===== config.mk =====
export PLATFORM = sky130hd
export DESIGN_NAME = ca_readout
export DESIGN_NICKNAME = d
export VERILOG_FILES = /design/src/rtl/ca_readout.sv
export SDC_FILE = /design/constraint.sdc
export NUM_CORES = 1
export LEC_CHECK = 0
export ABC_CLOCK_PERIOD_IN_PS = 3710
export CAP_MARGIN = 0
export CORE_ASPECT_RATIO = 0.75
export CORE_MARGIN = 2
export CORE_UTILIZATION = 31
export CTS_BUF_LIST = sky130_fd_sc_hd__clkbuf_4
export DETAILED_ROUTE_END_ITERATION = 8
export DONT_BUFFER_PORTS = 1
export HOLD_SLACK_MARGIN = 0.02
export PLACE_DENSITY = 0.56
export REMOVE_ABC_BUFFERS = 1
export SLEW_MARGIN = 20
export SYNTH_ARGS = -nofsm -noshare
export SYNTH_HDL_FRONTEND = slang
export SYNTH_SLANG_ARGS = --single-unit
export TNS_END_PERCENT = 10

===== constraint.sdc =====
create_clock -name clk -period 3.71 [get_ports clk]
set_clock_uncertainty 0.2 [all_clocks]
set_input_delay 0.742 -clock clk [delete_from_list [all_inputs] [get_ports clk]]
set_output_delay 0.742 -clock clk [all_outputs]
set_load 0.05 [all_outputs]

===== src/rtl/ca_readout.sv =====
//==============================================================================
// Module   : ca_readout
// Purpose  : Buffers captured 32-bit CA rows in a DEPTH-entry FIFO and
//            serializes each row LSB-first as bytes over a valid/ready link.
//            Define CA_READOUT_GEN_TAG_EN to prefix every row with an 8-bit
//            generation tag byte.
// Revision : 1.0 - initial release
//==============================================================================
`default_nettype none

module ca_readout #(
    parameter int DEPTH = 4
) (
    input  logic        clk,
    input  logic        rst,
    input  logic [31:0] row,
    input  logic        row_valid,
    output logic [7:0]  tx_data,
    output logic        tx_valid,
    input  logic        tx_ready,
    output logic        overflow,
    output logic        busy
);

    localparam int c_AW = (DEPTH > 2) ? $clog2(DEPTH) : 1;

`ifdef CA_READOUT_GEN_TAG_EN
    localparam int c_EW     = 40;
    localparam int c_NBYTES = 5;
`else
    localparam int c_EW     = 32;
    localparam int c_NBYTES = 4;
`endif

    localparam logic [2:0] c_LAST_IDX = 3'(c_NBYTES - 1);
    localparam logic [0:0] c_IDLE     = 1'b0;
    localparam logic [0:0] c_SEND     = 1'b1;
    localparam logic [c_AW:0] c_PTR_ONE = {{c_AW{1'b0}}, 1'b1};

    logic [c_EW-1:0] r_mem [DEPTH];
    logic [c_AW:0]   r_wr_ptr;
    logic [c_AW:0]   r_rd_ptr;
    logic [0:0]      r_state;
    logic [0:0]      w_state_nxt;
    logic [c_EW-1:0] r_shift;
    logic [2:0]      r_byte_idx;
    logic            r_overflow;

    logic            w_empty;
    logic            w_full;
    logic            w_pop;
    logic            w_advance;
    logic            w_write;
    logic            w_drop;
    logic [c_EW-1:0] w_entry_in;

    // The extra pointer MSB separates full (MSBs differ) from empty (equal).
    assign w_empty = (r_wr_ptr == r_rd_ptr);
    assign w_full  = (r_wr_ptr[c_AW] != r_rd_ptr[c_AW]) &&
                     (r_wr_ptr[c_AW-1:0] == r_rd_ptr[c_AW-1:0]);

`ifdef CA_READOUT_GEN_TAG_EN
    logic [7:0] r_gen;

    // Counts every strobe, dropped rows included, so gaps in tags reveal loss.
    always_ff @(posedge clk or posedge rst) begin
        if (rst) begin
            r_gen <= 8'd0;
        end else if (row_valid) begin
            r_gen <= r_gen + 8'd1;
        end
    end

    assign w_entry_in = {row, r_gen};
`else
    assign w_entry_in = row;
`endif

    always_comb begin
        w_state_nxt = r_state;
        w_pop       = 1'b0;
        w_advance   = 1'b0;
        if (r_state == c_IDLE) begin
            if (!w_empty) begin
                w_pop       = 1'b1;
                w_state_nxt = c_SEND;
            end
        end else begin
            if (tx_ready) begin
                if (r_byte_idx == c_LAST_IDX) begin
                    // Reload straight from the FIFO so consecutive rows have no gap.
                    if (!w_empty) begin
                        w_pop = 1'b1;
                    end else begin
                        w_state_nxt = c_IDLE;
                    end
                end else begin
                    w_advance = 1'b1;
                end
            end
        end
    end

    // A pop in the same cycle frees a slot, so a full FIFO can still accept.
    assign w_write = row_valid && (!w_full || w_pop);
    assign w_drop  = row_valid && w_full && !w_pop;

    always_ff @(posedge clk) begin
        if (w_write) begin
            r_mem[r_wr_ptr[c_AW-1:0]] <= w_entry_in;
        end
    end

    always_ff @(posedge clk or posedge rst) begin
        if (rst) begin
            r_wr_ptr   <= '0;
            r_rd_ptr   <= '0;
            r_state    <= c_IDLE;
            r_shift    <= '0;
            r_byte_idx <= 3'd0;
            r_overflow <= 1'b0;
        end else begin
            r_state <= w_state_nxt;
            if (w_write) begin
                r_wr_ptr <= r_wr_ptr + c_PTR_ONE;
            end
            if (w_pop) begin
                r_rd_ptr   <= r_rd_ptr + c_PTR_ONE;
                r_shift    <= r_mem[r_rd_ptr[c_AW-1:0]];
                r_byte_idx <= 3'd0;
            end else if (w_advance) begin
                r_shift    <= {8'h00, r_shift[c_EW-1:8]};
                r_byte_idx <= r_byte_idx + 3'd1;
            end
            if (w_drop) begin
                r_overflow <= 1'b1;
            end
        end
    end

    assign tx_valid = (r_state == c_SEND);
    assign tx_data  = r_shift[7:0];
    assign overflow = r_overflow;
    assign busy     = !w_empty || (r_state == c_SEND);

endmodule

`default_nettype wire


==> metrics.md <==
| Metric | Value |
|---|---|
| Outcome | `finished, final reports clean` |
| Htree depth | `4` |
| Initial core utilization | `31.4%` |
| Critical path origin | `r_rd_ptr[2]` |
| P&R area growth vs syn | `8.22%` |
| Req. time, crit path | `around 2800 ps` |
| TritonCTS clock tree | `built` |
| Die X | `176 um` |
| Total wire length | `about 12,000 um` |
| Post-layout instance area | `around 7400 um2` |
| Synth Warn # | `0` |
| Reg2Reg Launch Point | `r_byte_idx[0]` |
| Post-route ant nets | `0` |
| Vias in the first global route | `3,205` |
| Critical path, cell by cell | `xor2_1 > nor3_1 > nand2b_1` |
| Mean post-synth cell area | `19.9 um2` |
| FF-to-FF setup slack | `1040 ps` |
| Die area | `23,400 um2` |
| Rows | `47` |
| I/O Pins | `47` |
| Register area share after synthesis | `71.5%` |
| Static leakage | `2.70 nW` |
| IO buf count | `0` |
| Mapped Cells | `345` |
| All-Layer GR Usage | `about a tenth` |
| Clock Tree Root | `clkbuf_4` |
| Yosys top cell by area | `edfxtp_1` |
| Residual DRC | `0` |
| Drt first pass iters | `4` |
| Most common library cell in the layout ignoring fill and taps | `edfxtp_1` |
| Layout cells sized above 1 | `36.8%` |
| Iter 0 DRT Violations | `129` |
| Max-Slew Margin vs Limit | `between 30% and 40%` |
| GR Overflow Total | `0` |
| Cts hold-fix bufs | `0` |
| Vias per inst | `4.50` |
| Placed cell area | `7160 um2` |
| Largest net degree at the start of global routing | `44` |
| First-pass GRT wire length | `17,800 um` |
| Post-cts sizing count | `0` |
| Final nets | `390` |
| WP data arrival | `2080 ps` |
| Worst min path class | `in -> async` |
| Critical Path Fanout Max | `5` |
| Worst Path Class, Setup | `reg -> out` |
| Cell area after synthesis | `6880 um2` |
| Die height | `about 130 um` |
| Clock Latency Late Sink | `520 ps` |
| Clock-pin slew on the worst setup and hold paths | `160 ps` |
| FF+latch count, synth | `171` |
| Peak supply drop | `0.000253 V` |
| CP max-delay cell | `xor2_1` |
| RSZ-0062 raised after global routing | `no` |
| Post-synth top area share | `a little under three fifths` |
| Clock net sink count | `171` |
| Worst Tran Pin Value | `~900 ps` |
| Final setup viols | `0` |
| CP endpoint kind | `primary output` |
| TritonCTS buffer count | `17` |
| Via count | `2,940` |
| PwrDens | `725 nW/um2` |
| CP max stage delay | `between 500 and 600 ps` |
| Final Hold Fails | `0` |
| Initial antenna violation count | `1` |
| Wirelength per Cell | `approximately 18 um` |
| Most frequent cells in the layout | `edfxtp_1, mux2_2, dfrtp_1` |
| Slew Limit Fails | `0` |
| Period utilization | `81.5%` |
| R2r worst-path depth | `5` |
| Minimum clock period after layout | `3020 ps` |
| MaxCap Viol Count | `0` |
| Setup crit start kind | `flip-flop` |
| Gpl congestion | `0.699` |
| Core area | `between 20,000 and 25,000 um2` |
| F_max | `331 MHz` |
| Top post-synthesis cells by area | `edfxtp_1, dfrtp_1, mux4_2` |
| Count of cell types in the netlist | `29` |
| Clock Path Buffers | `2` |
| Post-CTS setup buffers | `0` |
| DP HPWL | `6980 um` |
| Hold slack | `22.9 ps` |
-- final timing paths --
check	endpoint
setup reg to reg	r_mem[0][19]
setup / recovery	busy
hold reg to reg	r_shift[26]
hold / removal	r_shift[7]
min in group clk	r_mem[2][15]
max in group asynchronous	r_rd_ptr[0]
-- power by group --
| part | internal [W] | switching (W) | leakage [nW] | total (W) |
|---|---|---|---|---|
| clock network | 0.000416 | 0.000649 | 0.158 | 0.00106 |
| logic | 0.000728 | 0.000786 | 0.808 | 0.00151 |
| registers | 0.00255 | 0.000271 | 1.73 | 0.00282 |
| total | 0.00370 | 0.00171 | 2.70 | 0.00540 |
-- per-stage QoR --
stage	worst slack (ps)	utilization [%]	setup TNS, ps	cells	power, W
3_3_place_gp	1080	32.6	0	622	0.00438
5_1_grt	491	34.0	0	654	0.00572
6_report	686	34.0	0	654	0.00540
3_5_place_dp	1050	32.6	0	622	0.00444
2_1_floorplan	-492	-	-17370	322	0.00402
4_1_cts	613	33.9	0	653	0.00550
-- worst max-delay path, delay by kind of cell (launching register included) --
kind / cells / cell delay, ps
xor+xnor: 1 / 530
simple gates: 2 / 590
flops: 1 / 450
-- cells by family (layout without fill, tap and decap cells) --
kind of cell / Yosys count / count (layout) / synth area share [%]
xor+xnor: 8 / 8 / 1.24
buf+inv: 36 / 50 / 2.95
other cells: 0 / 1 / 0
simple gates: 24 / 24 / 1.78
flops: 171 / 171 / 71.5
mux: 91 / 91 / 20.1
compound gates: 8 / 8 / 1.18
fa+ha+maj: 7 / 7 / 1.27
-- area by class of cell --
type / instances / area, um2
fill: 2059 / 14500
sequential: 171 / 4920
multi-input combinational: 138 / 1770
tap: 294 / 368
clock inverter: 14 / 158
clock buffer: 17 / 128
inverter: 13 / 50.0
timing repair buffer: 6 / 45.0
antenna: 1 / 2.50
-- routing by layer --
| metal | routed length [um] | vias up | part of all wire (%) | GRT usage, % |
|---|---|---|---|---|
| met2 | 6030 | 53 | 52 | 17.9 |
| met3 | 601 | 4 | 5.2 | 3.65 |
| li1 | - | 1338 | - | - |
| met5 | 0 | - | 0 | 0 |
| met1 | 4900 | 1545 | 42 | 11.8 |
| met4 | 76 | 0 | 0.65 | 3.44 |
-- flip-flops by register name (all words and copies together), names as in the netlist --
| register | count |
|---|---|
| r_wr_ptr | 3 |
| r_mem | 128 |
| r_rd_ptr | 3 |
| tx_valid | 1 |
| overflow | 1 |
| r_shift | 32 |
| r_byte_idx | 3 |
-- Yosys cell counts --
master and number:
nand2b_1 1, inv_1 13, and3_1 3, xor2_2 2, dfrtp_1 43, o211a_1 1, nand3b_1 2, clkbuf_1 5
mux2_2 49, a31o_2 1, o311ai_0 2, or4_1 2, xor2_1 1, ha_1 7, mux2i_1 8, nand2_1 12
mux2_4 2, buf_6 4, buf_4 8, o31ai_4 1, a21bo_2 1, and2_1 2, a21oi_1 1, xnor2_1 5
nor3_1 2, edfxtp_1 128, buf_2 6, mux4_2 32, o41ai_1 1
(Power assumes the default switching activity.)
